File: src/rtl/sipo_crypt_piso_stream.sv
// Serial-in / serial-out wrapper around an external block-cipher core.
// Assembles one block from lanes, launches the core, and streams the result back out.
module sipo_crypt_piso_stream #(
    parameter int DATA_W       = 128,
    parameter int LANE_W       = 1,
    parameter int MSB_FIRST    = 1,
    parameter int CORE_TIMEOUT = 255
) (
    input  logic              i_clk,
    input  logic              i_reset,
    input  logic              i_in_valid,
    input  logic [LANE_W-1:0] i_serial_in,
    input  logic              i_mode_in,
    output logic              o_in_ready,
    output logic              o_core_start,
    output logic              o_core_mode,
    output logic [DATA_W-1:0] o_core_data_out,
    input  logic              i_core_done,
    input  logic [DATA_W-1:0] i_core_data_in,
    output logic [LANE_W-1:0] o_serial_out,
    output logic              o_out_valid,
    input  logic              i_out_ready,
    output logic              o_out_last,
    output logic              o_busy,
    output logic              o_timeout_err
);

    localparam int BEATS = DATA_W / LANE_W;
    localparam int CNT_W = $clog2(BEATS + 1);
    localparam int TO_W  = (CORE_TIMEOUT > 1) ? $clog2(CORE_TIMEOUT + 1) : 1;

    generate
        if ((DATA_W % LANE_W) != 0) begin : g_bad_lane
            $fatal(1, "DATA_W must be a multiple of LANE_W");
        end
    endgenerate

    typedef enum logic [1:0] {S_LOAD, S_START, S_WAIT, S_UNLOAD} state_t;

    state_t            r_state;
    state_t            w_state_nxt;
    logic [CNT_W-1:0]  r_cnt;
    logic [TO_W-1:0]   r_to_cnt;
    logic [DATA_W-1:0] r_in;
    logic [DATA_W-1:0] r_out;
    logic              r_mode;
    logic              r_timeout_err;

    logic              w_in_fire;
    logic              w_out_fire;
    logic              w_last_beat;
    logic              w_to_hit;
    logic [DATA_W-1:0] w_lane_ext;
    logic [DATA_W-1:0] w_shift_in;
    logic [DATA_W-1:0] w_shift_out;
    logic [LANE_W-1:0] w_head;

    assign w_in_fire   = (r_state == S_LOAD) && i_in_valid;
    assign w_out_fire  = (r_state == S_UNLOAD) && i_out_ready;
    assign w_last_beat = (r_cnt == CNT_W'(BEATS - 1));
    assign w_to_hit    = (CORE_TIMEOUT > 0) && (r_to_cnt == TO_W'(CORE_TIMEOUT - 1));
    assign w_lane_ext  = DATA_W'(i_serial_in);

    // The first lane in ends up at the same end the first lane out is taken from.
    assign w_shift_in  = (MSB_FIRST != 0) ? ((r_in << LANE_W) | w_lane_ext)
                                          : ((r_in >> LANE_W) | (w_lane_ext << (DATA_W - LANE_W)));
    assign w_shift_out = (MSB_FIRST != 0) ? (r_out << LANE_W) : (r_out >> LANE_W);
    assign w_head      = (MSB_FIRST != 0) ? r_out[DATA_W-1 -: LANE_W] : r_out[LANE_W-1:0];

    always_ff @(posedge i_clk) begin
        if (i_reset) begin
            r_state <= S_LOAD;
        end else begin
            r_state <= w_state_nxt;
        end
    end

    always_comb begin
        w_state_nxt     = r_state;
        o_in_ready      = 1'b0;
        o_core_start    = 1'b0;
        o_core_mode     = 1'b0;
        o_core_data_out = '0;
        o_serial_out    = '0;
        o_out_valid     = 1'b0;
        o_out_last      = 1'b0;
        o_busy          = 1'b0;
        o_timeout_err   = 1'b0;

        case (r_state)
            S_LOAD:   if (w_in_fire && w_last_beat) w_state_nxt = S_START;
            S_START:  w_state_nxt = S_WAIT;
            S_WAIT: begin
                if (i_core_done) begin
                    w_state_nxt = S_UNLOAD;
                end else if (w_to_hit) begin
                    w_state_nxt = S_LOAD;
                end
            end
            S_UNLOAD: if (w_out_fire && w_last_beat) w_state_nxt = S_LOAD;
            default:  w_state_nxt = S_LOAD;
        endcase

        // Every output is forced low for as long as reset is held.
        if (!i_reset) begin
            o_in_ready      = (r_state == S_LOAD);
            o_core_start    = (r_state == S_START);
            o_core_mode     = r_mode;
            o_core_data_out = r_in;
            o_serial_out    = w_head;
            o_out_valid     = (r_state == S_UNLOAD);
            o_out_last      = (r_state == S_UNLOAD) && w_last_beat;
            o_busy          = (r_state != S_LOAD) || (r_cnt != '0);
            o_timeout_err   = r_timeout_err;
        end
    end

    always_ff @(posedge i_clk) begin
        if (i_reset) begin
            r_cnt         <= '0;
            r_to_cnt      <= '0;
            r_in          <= '0;
            r_out         <= '0;
            r_mode        <= 1'b0;
            r_timeout_err <= 1'b0;
        end else begin
            case (r_state)
                S_LOAD: begin
                    if (w_in_fire) begin
                        r_in <= w_shift_in;
                        if (r_cnt == '0) r_mode <= i_mode_in;
                        r_cnt <= w_last_beat ? '0 : r_cnt + CNT_W'(1);
                    end
                end
                S_WAIT: begin
                    // A done arriving on the timeout cycle still counts as success.
                    if (i_core_done) begin
                        r_out    <= i_core_data_in;
                        r_to_cnt <= '0;
                    end else if (w_to_hit) begin
                        r_timeout_err <= 1'b1;
                        r_to_cnt      <= '0;
                    end else if (CORE_TIMEOUT > 0) begin
                        r_to_cnt <= r_to_cnt + TO_W'(1);
                    end
                end
                S_UNLOAD: begin
                    if (w_out_fire) begin
                        r_out <= w_shift_out;
                        r_cnt <= w_last_beat ? '0 : r_cnt + CNT_W'(1);
                    end
                end
                default: ;
            endcase
        end
    end

endmodule
File: config.mk
export PLATFORM = sky130hd
export DESIGN_NAME = sipo_crypt_piso_stream
export DESIGN_NICKNAME = d
export VERILOG_FILES = /design/src/rtl/sipo_crypt_piso_stream.sv
export SDC_FILE = /design/constraint.sdc
export NUM_CORES = 1
export LEC_CHECK = 0
export CAP_MARGIN = 30
export CORE_ASPECT_RATIO = 1.1
export CORE_MARGIN = 1.5
export CORE_UTILIZATION = 54
export DETAILED_ROUTE_END_ITERATION = 6
export PLACE_DENSITY = 0.85
export SLEW_MARGIN = 15
export SYNTH_ARGS = -nofsm -noshare
export SYNTH_HDL_FRONTEND = slang
export SYNTH_SLANG_ARGS = --single-unit
export TNS_END_PERCENT = 10
File: constraint.sdc
create_clock -name i_clk -period 2.77 [get_ports i_clk]
set_input_delay 0.554 -clock i_clk [delete_from_list [all_inputs] [get_ports i_clk]]
set_output_delay 0.554 -clock i_clk [all_outputs]
set_load 0.01 [all_outputs]
Word-level counts from Yosys, hierarchy flattened
Index checks and enable logic that the tools add are counted.
Widths: inputs -> output; s select.
Cells by class
  add/sub/neg operators: 2
  equal/unequal tests: 11
  muxes and demuxes: 23
  bitwise operators: 2
  reductions and logical operators: 18
Operator list (count)
  $mux 128: 3
  $pmux 128 s2: 1
  $or 128x1->128: 1
  $mux 8: 5
  $add 8x1->8 const B: 2
  $pmux 8 s2: 1
  $reduce_and 3->1: 5
  $eq 8x7->1 const B: 1
  $eq 8x8->1 const B: 1
  $logic_not 8->1: 1
  $mux 1: 8
  $mux 2: 4
  $ne 2x2->1 const B: 4
  $pmux 2 s4: 1
  $reduce_bool 8->1: 1
  $reduce_bool 2->1: 3
  $logic_and 1x1->1: 5
  $eq 2x2->1 const B: 2
  $ne 3x3->1 const B: 1
  $eq 2x1->1 const B: 1
  $logic_not 2->1: 1
  $ne 2x1->1 const B: 1
  $reduce_and 2->1: 1
  $logic_or 1x1->1: 1
  $not 1->1: 1
Word-level totals
  register bits: 276
  output and inout bits: 136
  word-level logic and storage cells: 63

Depth between registers and ports, before layout
  depth in word-level cells: 5
  gate-level depth with buffers: 6
  depth with buffers taken out: 6

Worst setup path after synthesis
OpenSTA, ideal clock, no wires.
  path kind: input to output
  from: in i_reset
  to: out o_core_start
  arrival: 1.433 ns
  data required time: 2.216 ns
  slack: 0.783 ns
  stages on the path: 4
  buffers on the path: 3
  path through: buf_2 clkbuf_1 clkbuf_1 nor3b_1
On the way
  cells in the longest elaborated chain, start to end: 1
RTL lines
  from (decl): RTL line 10  | input logic i_reset,
  $mux 1: RTL line 105  | if (!i_reset) begin
  to (decl): RTL line 15  | output logic o_core_start,
No other way between the ends.

Final worst setup path
  from: reg r_cnt[1]
  to: out o_busy
On the way
  cells in the longest elaborated chain, start to end: 3
RTL lines
  from (decl): RTL line 42  | logic [CNT_W-1:0] r_cnt;
  from (signal assigned): RTL line 132  | r_cnt <= w_last_beat ? '0 : r_cnt + CNT_W'(1);
  from (signal assigned): RTL line 150  | r_cnt <= w_last_beat ? '0 : r_cnt + CNT_W'(1);
  $reduce_bool 8->1: RTL line 113  | o_busy = (r_state != S_LOAD) || (r_cnt != '0);
  $logic_or 1x1->1: RTL line 113
  $mux 1: RTL line 105
  to (decl): RTL line 24  | output logic o_busy,
No other way between the ends.

==> flow_summary.html <==
<table>
<tr><th>Metric</th><th>Value</th></tr>
<tr><th colspan="2">Clock network</th></tr>
<tr><td>Number of buffers on the longest clock path</td><td>3</td></tr>
<tr><td>Number of gates resized after CTS</td><td>5</td></tr>
<tr><td>Count of H-tree levels built during CTS</td><td>1</td></tr>
<tr><td>Clock edge transition at the registers on the reported setup and hold paths</td><td>0.07 ns</td></tr>
<tr><td>Latest clock arrival within the worst-skew pair</td><td>approximately 0.53 ns</td></tr>
<tr><td>Post-CTS repair timing setup buffer count</td><td>0</td></tr>
<tr><td>Num CTS Buffers</td><td>28</td></tr>
<tr><td>Root buffer cell</td><td>clkbuf_16</td></tr>
<tr><td>Number of sinks on the clock net</td><td>roughly 280</td></tr>
<tr><td>Number of buffers inserted for hold repair after clock tree synthesis</td><td>0</td></tr>
<tr><td>CTS tree</td><td>yes</td></tr>
<tr><th colspan="2">Drt</th></tr>
<tr><td>Vias</td><td>approximately 11000</td></tr>
<tr><td>DRC violations left</td><td>0</td></tr>
<tr><td>Routed wire length per instance</td><td>approximately 15 µm</td></tr>
<tr><td>Post-detailed-route count of antenna-violating nets</td><td>0</td></tr>
<tr><td>Initial detailed-routing violation count</td><td>just under 800</td></tr>
<tr><td>Total wire length</td><td>around 30 mm</td></tr>
<tr><td>Ratio of routed vias to standard cells</td><td>between 5 and 6</td></tr>
<tr><td>Pre-antenna DRT Iters</td><td>6</td></tr>
<tr><th colspan="2">Final layout</th></tr>
<tr><td>Final core utilization</td><td>0.735</td></tr>
<tr><td>Area added between synthesis and finish</td><td>33.1%</td></tr>
<tr><td>Fraction of layout instances using a drive strength above 1</td><td>0.0598</td></tr>
<tr><td>Final layout net count</td><td>around 1800</td></tr>
<tr><td>Top library cells by usage in the layout, fill and taps aside</td><td>283 x nand2_1, 271 x dfxtp_1, 268 x clkdlybuf4s50_1</td></tr>
<tr><td>Ant. Diodes</td><td>0</td></tr>
<tr><td>Final standard cell area without fillers</td><td>approximately 16000 µm²</td></tr>
<tr><td>Filler cells</td><td>around 1500</td></tr>
<tr><td>Most frequent standard cell in the layout excluding fill and tap cells</td><td>nand2_1</td></tr>
<tr><th colspan="2">Place</th></tr>
<tr><td>Input/output buffers</td><td>270</td></tr>
<tr><td>HPWL Detailed</td><td>around 19 mm</td></tr>
<tr><td>Final RePlAce weighted congestion</td><td>approximately 0.84</td></tr>
<tr><td>Placed cell area</td><td>about 15000 µm²</td></tr>
<tr><td>Worst slack at placement</td><td>0.172 ns</td></tr>
<tr><th colspan="2">Power and ir drop</th></tr>
<tr><td>Clock share of power</td><td>0.429</td></tr>
<tr><td>Cell Int Power</td><td>0.00742 W</td></tr>
<tr><td>Net Sw Power</td><td>roughly 0.0023 W</td></tr>
<tr><td>Switching share of power</td><td>0.240</td></tr>
<tr><td>Power density over the cells</td><td>622 nW/µm²</td></tr>
<tr><td>Leakage power total</td><td>between 5 and 6 nW</td></tr>
<tr><td>Largest voltage drop on the vdd net</td><td>about 0.48 mV</td></tr>
<tr><td>Proportion of power drawn by flip-flops and latches</td><td>0.443</td></tr>
<tr><td>Part of the power in combinational logic</td><td>0.128</td></tr>
<tr><th colspan="2">Run status</th></tr>
<tr><td>Status</td><td>finished, final reports clean</td></tr>
<tr><th colspan="2">Worst setup path</th></tr>
<tr><td>Crit start category</td><td>flip-flop</td></tr>
<tr><td>Critical path capture point type</td><td>output pin</td></tr>
<tr><td>Largest fanout on the critical path</td><td>4</td></tr>
<tr><td>Type of the setup path with the least slack</td><td>reg -&gt; out</td></tr>
<tr><td>Data arrival, critical path</td><td>about 2.1 ns</td></tr>
<tr><td>Required time at the worst-slack endpoint</td><td>between 2 and 2.5 ns</td></tr>
<tr><td>Cell count of the worst reg-to-reg path</td><td>5</td></tr>
<tr><th colspan="2">Global routing</th></tr>
<tr><td>Pin count of the biggest net entering global routing</td><td>about 120</td></tr>
<tr><td>Global-route congestion overflow total</td><td>0</td></tr>
<tr><td>Total routing resource utilization after global routing</td><td>0.255</td></tr>
<tr><td>Number of global-route vias before repair</td><td>10115</td></tr>
<tr><td>First-pass GRT wire length</td><td>around 48 mm</td></tr>
<tr><td>Initial antenna violation count</td><td>0</td></tr>
<tr><th colspan="2">Die</th></tr>
<tr><td>Core outline area</td><td>~21000 µm²</td></tr>
<tr><td>Y dimension of the die</td><td>approximately 160 µm</td></tr>
<tr><td>Number of ports placed on the die boundary</td><td>between 200 and 300</td></tr>
<tr><td>Die outline area</td><td>22800 µm²</td></tr>
<tr><td>Die X-Extent</td><td>approximately 140 µm</td></tr>
<tr><td>Effective utilization at floorplan</td><td>0.552</td></tr>
<tr><td>Row count</td><td>56</td></tr>
<tr><th colspan="2">Yosys</th></tr>
<tr><td>Mapped Avg Cell Area</td><td>between 8 and 9 µm²</td></tr>
<tr><td>Share of the synthesized area in the top cell type</td><td>0.468</td></tr>
<tr><td>Post-synthesis cell count</td><td>approximately 1400</td></tr>
<tr><td>Net count of the mapped netlist</td><td>between 1500 and 2000</td></tr>
<tr><td>Largest area contributor in the synthesized netlist</td><td>dfxtp_1</td></tr>
<tr><td>Most area-consuming cells after synthesis</td><td>dfxtp_1 47%, a311oi_1 9.4%, nand2_1 9.0%, nor2b_1 6.9%, nand3_1 5.6%</td></tr>
<tr><td>Sequential area share after synthesis</td><td>0.468</td></tr>
<tr><td>Library cells used by synthesis</td><td>44</td></tr>
<tr><td>Yosys warnings</td><td>0</td></tr>
<tr><td>Total standard cell area after synthesis</td><td>11800 µm²</td></tr>
<tr><td>Synth Register Bits</td><td>around 280</td></tr>
<tr><th colspan="2">STA</th></tr>
<tr><td>Slew margin rel.</td><td>0.528</td></tr>
<tr><td>Total count of max-transition violations in the final report</td><td>0</td></tr>
<tr><td>Top achievable clock speed</td><td>roughly 370 MHz</td></tr>
<tr><td>Setup WS post-layout</td><td>around 0.084 ns</td></tr>
<tr><td>Transition time at the pin with the least slew margin</td><td>between 0.7 and 0.8 ns</td></tr>
<tr><td>Number of endpoints failing setup at the final stage</td><td>0</td></tr>
<tr><td>Hold violation total from the final report</td><td>0</td></tr>
<tr><td>Post-Route Skew</td><td>approximately 0.013 ns</td></tr>
<tr><td>Final min period</td><td>2.69 ns</td></tr>
<tr><td>Final worst-path cycle share</td><td>0.970</td></tr>
<tr><td>Unrepaired setup endpoints after global routing</td><td>no</td></tr>
<tr><td>Setup tns final</td><td>0 ns</td></tr>
<tr><th colspan="2">Min path</th></tr>
<tr><td>Class of the most critical hold timing path</td><td>reg -&gt; reg</td></tr>
<tr><td>Instance count along the most critical hold path</td><td>2</td></tr>
<tr><th colspan="2">Job</th></tr>
<tr><td>Number of violations of the max-capacitance limit</td><td>0</td></tr>
</table>
## sequential cells by signal (all words and copies together), names as in the netlist
register	cells
r_state	2
r_out	128
r_mode	1
r_cnt	8
r_to_cnt	8
r_timeout_err	1
r_in	128
## synthesized netlist by cell type (all sizes together)
cell type,instances
buf,49
or4,1
a31oi,7
a21o,2
inv,7
or2,1
xor2,3
nand2,284
nor4b,1
ha,4
a311oi,128
a2111oi,1
nand3,133
and2,2
nor2b,131
nor3b,3
and4,2
mux2i,2
o2111ai,2
o22a,54
nand2b,4
or3,4
a21oi,85
dfxtp,276
o21ai,5
a211oi,1
or3b,2
o21ba,1
nand4,1
nor2,142
and3,4
clkbuf,90
a22o,2
xnor2,5
or4b,1
nor3,5
## worst max-delay path: stages (launching register included)
cell	delay, ns
dfxtp_1	0.38
inv_1	0.08
ha_1	0.19
nor4b_2	0.17
a31oi_1	0.18
clkdlybuf4s50_1	0.61
## logic make-up after synthesis
group	synth area share
AOI/OAI and AO/OA	0.186
DFF	0.468
and+or+nand+nor	0.282
buffers and inverters	0.0517
adders and majority gates	0.00424
xor gates and xnor gates	0.00594
muxes	0.00170
## final cells by class
class | instances | area [µm²] | area share
inverters | 7 | 26.3 | 0.00167
repair buffers | 299 | 3020 | 0.192
flip-flops and latches | 276 | 5540 | 0.352
well taps | 290 | 363 | 0.0231
clock buffers | 41 | 872 | 0.0555
multi-input cells | 1023 | 5710 | 0.364
clock inverters | 10 | 179 | 0.0114
## metal layers
metal | vias up | share of wire | global-route usage
met5 | - | 0 | 0
met4 | 0 | 0.021 | 0.0782
met3 | 57 | 0.078 | 0.0457
li1 | 5413 | - | -
met2 | 459 | 0.47 | 0.422
met1 | 5210 | 0.43 | 0.338
## power groups by stage
stage                     logic, W  registers [W]  clock network (W)
final                      0.00125        0.00433            0.00419
after global placement     0.00121        0.00440                  0
after floorplan           0.000750        0.00436                  0
after global routing       0.00136        0.00435            0.00440
after CTS                  0.00124        0.00432            0.00426
after detailed placement   0.00124        0.00441                  0
## worst paths after layout
check	start	to	slack, ns
setup reg to reg	r_state[0]	r_cnt[7]	0.65
hold / removal	r_in[6]	r_in[7]	0.46
hold reg to reg	r_in[6]	r_in[7]	0.46
setup / recovery	r_cnt[1]	o_busy	0.08
## through the flow
stage | total power, W | hold WS [ns] | cells
2_1_floorplan | 0.00511 | 0.427 | 1445
3_3_place_gp | 0.00561 | 0.448 | 1895
3_5_place_dp | 0.00564 | 0.455 | 1895
4_1_cts | 0.00982 | 0.464 | 1946
5_1_grt | 0.0101 | 0.481 | 1946
6_report | 0.00977 | 0.459 | 1946
Power figures use the tool's default switching activity.
==> RTL edit, RTL diff (config.mk and constraints unchanged) <==
The 4 states of `state_t` get a one-hot encoding in 4 bits.
--- a/src/rtl/sipo_crypt_piso_stream.sv
+++ b/src/rtl/sipo_crypt_piso_stream.sv
@@ -37,3 +37,3 @@
 
-    typedef enum logic [1:0] {S_LOAD, S_START, S_WAIT, S_UNLOAD} state_t;
+    typedef enum logic [3:0] {S_LOAD = 4'b0001, S_START = 4'b0010, S_WAIT = 4'b0100, S_UNLOAD = 4'b1000} state_t;
 
Formal check against the unedited RTL: no difference found for any inputs over 4 cycles, from zero or initial values and one cycle with i_reset high; so few cycles prove little.
==> RTL edit against the unedited design <==
Die area rose by 1.0%; highest routed layer unchanged; sequential cell count up 2; setup slack gained 20 ps; routed wire length is 2.0% lower; area after synthesis is 1.1% higher; critical path type unchanged; cell area increased by 1.2%.
Power is not compared: it rests on default switching activity, and its combinational part moved more than twofold at a synthesized area within 25%.
==> RTL edit: results (changes against the unedited design) <==
outcome:
  status: "finished, final reports clean"
placed_design:
  globalplace.congestion: 0.815  # -2.6%
  dp_hpwl_um: 19500  # +0.49%
  post-place-ws_ps: 140  # -31.5 ps
  portBuffers: 270  # unchanged
sta:
  tightestPinTransition_ps: 569  # -139 ps
  skew_ps: 5.76  # -7.70 ps
  maxClockFrequency_mhz: 375  # +0.76%
  hold_viol: 0  # unchanged
  setup_viol: 0  # unchanged
global_route:
  grt_pass1_wl_um: 47800  # -0.89%
  grt_max_degree: 129  # +11%
  antenna_found_initial: 0  # unchanged
  grt.total_usage: 0.247  # -0.00801
  use_met2: 0.422  # about the same
  met3_usage: 0.0341  # -0.0116
  use_met1: 0.330  # -0.00867
  grt_pass1_vias: 10100  # -0.49%
yosys:
  synth_common_cells: "nand2_1 (518), dfxtp_1 (278), nor2_1 (143)"
  syn_nets: 1698  # +7.2%
  ys_async_sr_fraction: 0  # unchanged
  synth.area.top_cells: "dfxtp_1 (47%), nand2_1 (16%), a311oi_1 (9.3%), nor2b_1 (7.0%), a21oi_1 (5.8%)"
  seq_area_frac_synth: 0.466  # -0.00160
  synth_warnings: 0  # unchanged
  synth_cell_type_count: 45  # +2.3%
routing:
  drtPass1Iterations: 5  # -1
  wl_per_cell_um: 14.3  # -7.9%
  drt_iter0_markers: 739  # -4.4%
  viasPerCell: 5.42  # -5.3%
clock_tree:
  h-tree-depth: 1  # unchanged
  path_clk_slew_ps: 60
  cts_buffers: 28  # unchanged
  root_buffer: "clkbuf_16"
  cts.path.max_buffers: 3  # unchanged
  clk_latency_ps: 530  # about the same
setup_path:
  r2r_slack_ps: 500  # -150 ps
  cp-startpoint: "r_state[3]"
  cp_top_family: "simple AND/OR/NAND/NOR gates"
  rr_worst_depth: 5  # unchanged
  endpoint: "o_core_start"
  crit_fanout: 9  # +5
  slowest_delay_ps: 560  # -50 ps
  r2r_end: "r_out[109]"
  crit_arrival_ps: 2110  # -20 ps
  critPathSlowestCell: "clkdlybuf4s50_1"
layout:
  drive_above_1_share: 0.0573  # -0.00245
  largestRegisters: "r_in: 128 flops, r_out: 128 flops"
  nets: 1897  # +6.9%
  antennaDiodeCount: 0  # unchanged
  fillers: 1603  # +3.7%
power_and_ir_drop:
  ir_drop_mv: 0.446
  p_leak_nw: 5.35
worst_hold_path:
  hp-class: "input port to register"
flow_run:
  max-cap-violations: 0  # unchanged
## RTL edit: cell count changes after synthesis, sizes merged, moves of 6 or more
cell	before	now
nand3	133	8
nand2	284	518
a31oi	7	1
a21oi	85	139
o22a	54	0
## RTL edit: stage by stage
stage | instances | total power (W) | setup TNS [ps] | area (um2)
6_report | 2069 | 0.00853 | 0 | 15900
5_1_grt | 2069 | 0.00881 | -12.2 | 15900
4_1_cts | 2069 | 0.00859 | -24.5 | 15900
3_5_place_dp | 2018 | 0.00457 | 0 | 14900
3_3_place_gp | 2018 | 0.00457 | 0 | 14900
2_1_floorplan | 1559 | 0.00429 | 0 | 11900
## RTL edit: how the worst min path moves through the flow
stage	from	to	slack, ps	cells past startpoint
after floorplan	r_to_cnt[7]	r_to_cnt[7]	430	1
after CTS	i_reset	r_in[66]	400	2
final	i_reset	r_in[67]	410	2
after global placement	r_in[127]	r_in[127]	440	2
after global routing	i_reset	r_in[67]	410	2
after detailed placement	r_in[14]	r_in[14]	460	2
## RTL edit: timing repair
item,CTS,global route
setup buffers,0,0
resized for setup,8,5
gates cloned,0,0
setup endpoints to repair,3,3
## RTL edit: kinds of logic after synthesis
group	after synthesis	synth area share
buf+inv	144	0.0512
xor+xnor	8	0.00587
simple gates	836	0.304
compound gates	286	0.165
flops	278	0.466
mux	3	0.00252
fa+ha+maj	4	0.00419
## RTL edit: where the power goes
part / internal, W / total [W] / switching, W
clock: 0.00250 / 0.00404 / 0.00154
sequential: 0.00400 / 0.00401 / 0.00000717
combinational: 0.000240 / 0.000477 / 0.000236
total: 0.00674 / 0.00853 / 0.00178
## RTL edit: cell type report
cell class | count | share of cell area
flip-flops and latches | 278 | 0.350
multi-input cells | 1137 | 0.365
clock inverters | 14 | 0.0123
clock buffers | 37 | 0.0507
inverters | 11 | 0.00260
well taps | 290 | 0.0228
repair buffers | 302 | 0.196
## RTL edit: worst reg2reg max path, stage by stage, from the launching register on
cell and delay [ps]:
dfxtp_1 590, nor4b_4 390, a22o_4 490, buf_12 290
nor2_1 90, a311oi_1 300
## RTL edit: routing by layer
layer / vias up / routed length (um)
li1: 5603 / -
met1: 5207 / 12400
met2: 368 / 14800
met3: 37 / 1850
met4: 0 / 481
met5: - / 0
